--- config.mk ---
export PLATFORM = sky130hd
export DESIGN_NAME = mem_access_ctrl
export DESIGN_NICKNAME = d
export VERILOG_FILES = /design/src/rtl/mem_access_pkg.sv /design/src/rtl/subword_lane_unit.sv /design/src/rtl/mem_access_ctrl.sv
export SDC_FILE = /design/constraint.sdc
export NUM_CORES = 1
export LEC_CHECK = 0
export CAP_MARGIN = 20
export CORE_MARGIN = 2
export CORE_UTILIZATION = 45
export CTS_BUF_LIST = sky130_fd_sc_hd__clkbuf_8
export DETAILED_ROUTE_END_ITERATION = 8
export GPL_ROUTABILITY_DRIVEN = 0
export PLACE_DENSITY = 0.86
export SKIP_CTS_REPAIR_TIMING = 1
export SYNTH_ARGS = -nofsm -noshare
export SYNTH_HDL_FRONTEND = slang
export SYNTH_SLANG_ARGS = --single-unit
--- constraint.sdc ---
create_clock -name clk -period 4.1 [get_ports clk]
set_input_delay 0.82 -clock clk [delete_from_list [all_inputs] [get_ports clk]]
set_output_delay 0.82 -clock clk [all_outputs]
set_load 0.02 [all_outputs]
--- src/rtl/mem_access_pkg.sv ---
// Shared encodings for the memory access sequencer: FSM states, access size codes,
// wait-state counter width, and the alignment rule used when a request is accepted.
// Pure declarations; no timing or flow-control behaviour of its own.
package mem_access_pkg;

  typedef enum logic [2:0] {
    ST_IDLE   = 3'd0,
    ST_ACCESS = 3'd1,
    ST_RMW    = 3'd2,
    ST_DONE   = 3'd3,
    ST_REJECT = 3'd4
  } state_t;

  localparam logic [1:0] SZ_WORD = 2'b00;
  localparam logic [1:0] SZ_HALF = 2'b01;
  localparam logic [1:0] SZ_BYTE = 2'b10;

  // Wide enough for WAIT_CYCLES in 0..15
  localparam int WCNT_W = 4;

  // True when the byte offset is not a multiple of the access size; the unused code 11 never aligns
  function automatic logic misaligned(input logic [1:0] size, input logic [1:0] ofs);
    case (size)
      SZ_WORD: return ofs != 2'b00;
      SZ_HALF: return ofs[0];
      SZ_BYTE: return 1'b0;
      default: return 1'b1;
    endcase
  endfunction

endpackage

--- src/rtl/subword_lane_unit.sv ---
// Little-endian lane handling for sub-word accesses: extract/extend a lane for loads,
// and merge store data into the word read back from RAM.
// Purely combinational, zero latency; no flow control.
import mem_access_pkg::*;

module subword_lane_unit (
  input  logic [31:0] rdata,
  input  logic [31:0] wdata,
  input  logic [1:0]  lane,
  input  logic [1:0]  size,
  input  logic        sign_ext,
  output logic [31:0] load_val,
  output logic [31:0] merged
);

  logic [7:0]  byte_v;
  logic [15:0] half_v;

  // Select the addressed lane, extend it for loads, and overlay store data on the old word
  always_comb begin
    byte_v   = rdata[{lane, 3'b000} +: 8];
    half_v   = rdata[{lane[1], 4'b0000} +: 16];
    load_val = rdata;
    merged   = wdata;
    case (size)
      SZ_BYTE: begin
        load_val = sign_ext ? {{24{byte_v[7]}}, byte_v} : {24'h0, byte_v};
        merged   = rdata;
        merged[{lane, 3'b000} +: 8] = wdata[7:0];
      end
      SZ_HALF: begin
        load_val = sign_ext ? {{16{half_v[15]}}, half_v} : {16'h0, half_v};
        merged   = rdata;
        merged[{lane[1], 4'b0000} +: 16] = wdata[15:0];
      end
      default: begin
        load_val = rdata;
        merged   = wdata;
      end
    endcase
  end

endmodule

--- src/rtl/mem_access_ctrl.sv ---
// Multicycle fetch/load/store sequencer in front of the unified RAM; optional sub-word support via SUBWORD_ACCESS_EN.
// Ack WAIT_CYCLES+2 cycles after acceptance (WAIT_CYCLES+3 for read-modify-write stores), 1 cycle for rejects.
// One request at a time: req is sampled only in IDLE and ignored while busy; the requester re-issues after ack.
import mem_access_pkg::*;

module mem_access_ctrl #(
  parameter int RAM_SIZE      = 256,
  parameter int RAM_INST_SIZE = 32,
  parameter int WAIT_CYCLES   = 0
) (
  input  logic        clk,
  input  logic        reset,
  input  logic        req,
  input  logic        req_we,
  input  logic        req_inst,
  input  logic [1:0]  req_size,
  input  logic        req_signed,
  input  logic [31:0] req_addr,
  input  logic [31:0] req_wdata,
  output logic        busy,
  output logic        ack,
  output logic        err,
  output logic [31:0] ir_out,
  output logic [31:0] mdr_out,
  output logic [31:0] mem_addr,
  output logic [31:0] mem_wdata,
  output logic        mem_read,
  output logic        mem_write,
  input  logic [31:0] mem_rdata
);

  localparam logic [31:0]       ADDR_LIMIT = 32'(4 * RAM_SIZE);
  localparam logic [29:0]       INST_LIMIT = 30'(RAM_INST_SIZE);
  localparam logic [WCNT_W-1:0] WCNT_INIT  = WCNT_W'(WAIT_CYCLES);

  state_t            state_q, state_d;
  logic [WCNT_W-1:0] wcnt_q, wcnt_d;
  logic              we_q, we_d;
  logic              inst_q, inst_d;
  logic              busy_q, busy_d;
  logic              ack_q, ack_d;
  logic              err_q, err_d;
  logic              rd_q, rd_d;
  logic              wr_q, wr_d;
  logic [31:0]       ir_q, ir_d;
  logic [31:0]       mdr_q, mdr_d;
  logic [31:0]       addr_q, addr_d;
  logic [31:0]       wdata_q, wdata_d;

  logic [31:0]       rd_val;
  logic              req_sub;
  logic              req_misalign;
  logic              req_bad;

`ifdef SUBWORD_ACCESS_EN
  logic [1:0]  size_q, size_d;
  logic        signed_q, signed_d;
  logic        acc_sub;
  logic [31:0] merged;

  // wdata_q doubles as the merge buffer: raw store data during the read phase, merged word for the write
  subword_lane_unit u_lane (
    .rdata    (mem_rdata),
    .wdata    (wdata_q),
    .lane     (addr_q[1:0]),
    .size     (size_q),
    .sign_ext (signed_q),
    .load_val (rd_val),
    .merged   (merged)
  );

  assign req_sub      = req_we && (req_size != SZ_WORD);
  assign acc_sub      = we_q && (size_q != SZ_WORD);
  assign req_misalign = misaligned(req_size, req_addr[1:0]);
`else
  // Size and sign controls have no meaning when every access is a full word
  logic unused_subword;
  assign unused_subword = ^{req_size, req_signed};
  assign rd_val         = mem_rdata;
  assign req_sub        = 1'b0;
  assign req_misalign   = misaligned(SZ_WORD, req_addr[1:0]);
`endif

  assign req_bad = req_misalign || (req_addr >= ADDR_LIMIT) ||
                   (req_we && (req_addr[31:2] < INST_LIMIT));

  // Next-state and next-output logic; strobes default low so they only pulse where set
  always_comb begin
    state_d = state_q;
    wcnt_d  = wcnt_q;
    we_d    = we_q;
    inst_d  = inst_q;
    addr_d  = addr_q;
    wdata_d = wdata_q;
    ir_d    = ir_q;
    mdr_d   = mdr_q;
    rd_d    = 1'b0;
    wr_d    = 1'b0;
    ack_d   = 1'b0;
    err_d   = 1'b0;
`ifdef SUBWORD_ACCESS_EN
    size_d   = size_q;
    signed_d = signed_q;
`endif
    case (state_q)
      ST_IDLE: begin
        if (req) begin
          we_d    = req_we;
          inst_d  = req_inst;
          addr_d  = req_addr;
          wdata_d = req_wdata;
          wcnt_d  = WCNT_INIT;
`ifdef SUBWORD_ACCESS_EN
          size_d   = req_size;
          signed_d = req_signed;
`endif
          if (req_bad) begin
            state_d = ST_REJECT;
            ack_d   = 1'b1;
            err_d   = 1'b1;
          end else begin
            state_d = ST_ACCESS;
            rd_d    = !req_we || req_sub;
            // A word store with no wait states writes in its first ACCESS cycle
            wr_d    = req_we && !req_sub && (WAIT_CYCLES == 0);
          end
        end
      end
      ST_ACCESS: begin
        if (wcnt_q != '0) begin
          wcnt_d = wcnt_q - WCNT_W'(1);
          rd_d   = rd_q;
          // Raise the word-store strobe for the cycle in which the count reaches zero
`ifdef SUBWORD_ACCESS_EN
          wr_d   = we_q && !acc_sub && (wcnt_q == WCNT_W'(1));
`else
          wr_d   = we_q && (wcnt_q == WCNT_W'(1));
`endif
        end else if (!we_q) begin
          if (inst_q) ir_d = rd_val;
          else        mdr_d = rd_val;
          state_d = ST_DONE;
          ack_d   = 1'b1;
`ifdef SUBWORD_ACCESS_EN
        end else if (acc_sub) begin
          wdata_d = merged;
          wr_d    = 1'b1;
          state_d = ST_RMW;
`endif
        end else begin
          state_d = ST_DONE;
          ack_d   = 1'b1;
        end
      end
`ifdef SUBWORD_ACCESS_EN
      ST_RMW: begin
        state_d = ST_DONE;
        ack_d   = 1'b1;
      end
`endif
      ST_DONE, ST_REJECT: begin
        state_d = ST_IDLE;
      end
      default: begin
        state_d = ST_IDLE;
      end
    endcase
  end

  assign busy_d = (state_d != ST_IDLE);

  // State and registered outputs; synchronous reset wins in every state
  always_ff @(posedge clk) begin
    if (reset) begin
      state_q <= ST_IDLE;
      wcnt_q  <= '0;
      we_q    <= 1'b0;
      inst_q  <= 1'b0;
      busy_q  <= 1'b0;
      ack_q   <= 1'b0;
      err_q   <= 1'b0;
      rd_q    <= 1'b0;
      wr_q    <= 1'b0;
      ir_q    <= '0;
      mdr_q   <= '0;
      addr_q  <= '0;
      wdata_q <= '0;
`ifdef SUBWORD_ACCESS_EN
      size_q   <= SZ_WORD;
      signed_q <= 1'b0;
`endif
    end else begin
      state_q <= state_d;
      wcnt_q  <= wcnt_d;
      we_q    <= we_d;
      inst_q  <= inst_d;
      busy_q  <= busy_d;
      ack_q   <= ack_d;
      err_q   <= err_d;
      rd_q    <= rd_d;
      wr_q    <= wr_d;
      ir_q    <= ir_d;
      mdr_q   <= mdr_d;
      addr_q  <= addr_d;
      wdata_q <= wdata_d;
`ifdef SUBWORD_ACCESS_EN
      size_q   <= size_d;
      signed_q <= signed_d;
`endif
    end
  end

  assign busy      = busy_q;
  assign ack       = ack_q;
  assign err       = err_q;
  assign ir_out    = ir_q;
  assign mdr_out   = mdr_q;
  assign mem_addr  = addr_q;
  assign mem_wdata = wdata_q;
  assign mem_read  = rd_q;
  assign mem_write = wr_q;

endmodule
==> impl_metrics.py <==
metrics = {
    "worst_setup_path": {
        "crit_buf_inv": 2,
        "crit_chain": "clkdlybuf4s50_1 -> or4b_2 -> buf_4 -> nand2_1 -> a21oi_1",
        "required_ns": 4.36,
        "critPathCaptureType": "flop",
        "cp_max_fo": 36,
        "path_class": "primary input to flop",
        "slowest_delay_ns": 0.98,
        "critPathSlowestCell": "or4b_2",
        "crit_family": "simple AND/OR/NAND/NOR gates",
        "arrival_ns": 2.92,
        "start_kind": "primary input",
    },
    "placed_design": {
        "dpl.hpwl_um": 10400,
        "post-place-cells": 979,
        "io_buffers": 233,
    },
    "floorplanning": {
        "die_x_um": 111,
        "io_pins": 237,
        "die_h_um": 111,
        "num_rows": 39,
        "start_util_pct": 45.6,
        "die_area_um2": 12300,
        "coreArea_um2": 11300,
    },
    "finish": {
        "syn2layout_area_growth_pct": 53.9,
        "drive_gt1_share_pct": 4.95,
        "seqCellArea_um2": 2840,
        "antenna_cells": 0,
        "n_fill_cell": 850,
        "instances_no_fill": 1011,
        "multiInputGateArea_um2": 2100,
        "nets": 963,
    },
    "clocking": {
        "clock_latency_ns": 0.43,
        "root_buffer": "clkbuf_8",
        "path_clk_slew_ns": 0.07,
        "cts_max_path_buffers": 2,
        "cts_buffers": 17,
        "htreeDepth": 4,
        "cts_tree": "yes",
        "clock-sinks": 142,
    },
    "run_status": {
        "outcome": "finished, final reports clean",
    },
    "drt": {
        "drt_pass1_iterations": 4,
        "viasPerCell": 5.06,
        "drt_iter0_markers": 366,
        "ant_nets": 0,
        "vias": 5118,
        "wl_per_cell_um": 14.6,
        "drc": 0,
        "wl_um": 14700,
    },
    "synth": {
        "synth_ff_type": "dfxtp_1",
        "ys_types": 38,
        "synth-edff-count": 0,
        "synth.avg_cell_area_um2": 8.03,
        "syn_inst": 640,
        "async_flop_share_pct": 0,
        "synth_area_um2": 5140,
        "syn_nets": 747,
        "ys_seq_elements": 142,
        "yosys_warnings": 0,
        "ys_seq_area_share_pct": 55.3,
    },
    "global_routing": {
        "grtUsageTotal_pct": 23.6,
        "grt_max_degree": 100,
        "grt_pass1_vias": 4973,
        "grt_overflow": 0,
        "antenna_found_initial": 0,
        "grt_pass1_wl_um": 23700,
    },
    "timing": {
        "skew_ns": 0.0106,
        "setup_viol": 0,
        "max_slew_margin_pct": 32.4,
        "fin_crit_sh_pct": 65.0,
        "period_minus_slack_ns": 2.67,
        "worst_pin_slew_ns": 1.01,
        "setup_tns_ns": 0,
        "max_freq_mhz": 375,
        "hold_viol_final": 0,
        "slew_violations": 0,
        "rsz0062_at_grt": "false",
    },
    "power_and_ir_drop": {
        "p_leak_nw": 2.81,
        "powerDensity_nw_per_um2": 355,
        "p_total_mw": 2.81,
        "vdd_drop_max_mv": 0.311,
    },
    "job": {
        "drv_cap": 0,
    },
    "worst_hold_path": {
        "min_path_type": "flop to flop",
    },
}
-- power by group --
| group | internal, mW | leakage (nW) | switching (mW) |
|---|---|---|---|
| sequential | 1.42 | 1.16 | 0.0239 |
| clock | 0.529 | 0.206 | 0.483 |
| combinational | 0.183 | 1.45 | 0.170 |
-- per-stage QoR --
stage               setup slack [ns]  instance area [um^2]  hold slack [ns]  utilization (%)
floorplan                       2.13                  5140            0.481                -
global placement                1.05                  7520            0.441             66.7
detailed placement              1.01                  7520            0.446             66.7
CTS                             1.47                  7880            0.456             69.9
global route                    1.36                  7910            0.470             70.1
finish                          1.43                  7910            0.455             70.1
-- kinds of logic (layout without fill, tap and decap cells) --
family,count (synthesis),count (layout),synth area share (%)
adders and majority gates,3,3,0.731
buffers and inverters,46,274,4.07
muxes,2,2,0.390
DFF,142,142,55.3
AOI/OAI and AO/OA,137,137,13.8
and+or+nand+nor,308,308,25.4
xor gates and xnor gates,2,2,0.341
-- cell usage after synthesis (all sizes together), types with 2 or more instances --
cell / number / area [um^2]
nor4b: 3 / 47.5
ha: 3 / 37.5
mux2i: 2 / 20.0
nor4: 6 / 43.8
nor3: 6 / 30.0
buf: 15 / 92.6
nand4: 2 / 12.5
inv: 2 / 7.51
nand2: 264 / 991
nor2: 10 / 37.5
a21oi: 131 / 656
clkbuf: 29 / 109
nor4bb: 2 / 20.0
dfxtp: 142 / 2840
xnor2: 2 / 17.5
or4: 5 / 41.3
-- flip-flops by register name, indices dropped and copies added, names as in the netlist, 3 cells and up --
signal,cells
mem_wdata,32
mem_addr,32
wcnt_q,4
state_q,3
ir_out,32
mdr_out,32
-- worst reg2reg max path: stages, from the launching register on --
cell     delay, ns
dfxtp_1       0.40
or4b_2        1.07
buf_4         0.38
nand2_1       0.11
a21oi_1       0.08
-- area by class of cell --
class | instances | area share, %
multi-input cells | 452 | 26.6
well taps | 143 | 2.26
inverters | 2 | 0.0950
flip-flops and latches | 142 | 36.0
clock buffers | 21 | 3.66
clock inverters | 10 | 0.934
repair buffers | 241 | 30.5
-- routing by layer --
layer	track usage, %	wire length, um	vias to the layer above
li1	-	-	2530
met2	41.3	7330	209
met5	0	0	-
met3	7.44	1120	22
met4	9.67	291	0
met1	26.6	6000	2357
-- placed cells by master (no fill, tap or decap), drive strengths merged, types with 2 or more instances in the layout --
cell,synthesis,layout
clkdlybuf4s50,0,232
nor4bb,2,2
clkinv,0,5
inv,2,6
nor3,6,6
nand4,2,2
nor4,6,6
a21oi,131,131
nor4b,3,3
mux2i,2,2
buf,15,9
clkbuf,29,21
or4,5,5
ha,3,3
dfxtp,142,142
nand2,264,264
nor2,10,10
xnor2,2,2
-- path summary, 6_finish.rpt --
kind | slack [ns] | from | cells past startpoint | end
setup / recovery | 1.43 | req | 5 | mem_addr[21]
hold / removal | 0.45 | mem_wdata[7] | 2 | mem_wdata[7]
setup reg to reg | 1.88 | state_q[0] | 4 | mem_addr[21]
hold reg to reg | 0.45 | mem_wdata[7] | 2 | mem_wdata[7]
No activity file was read; power rests on OpenSTA's default activity.
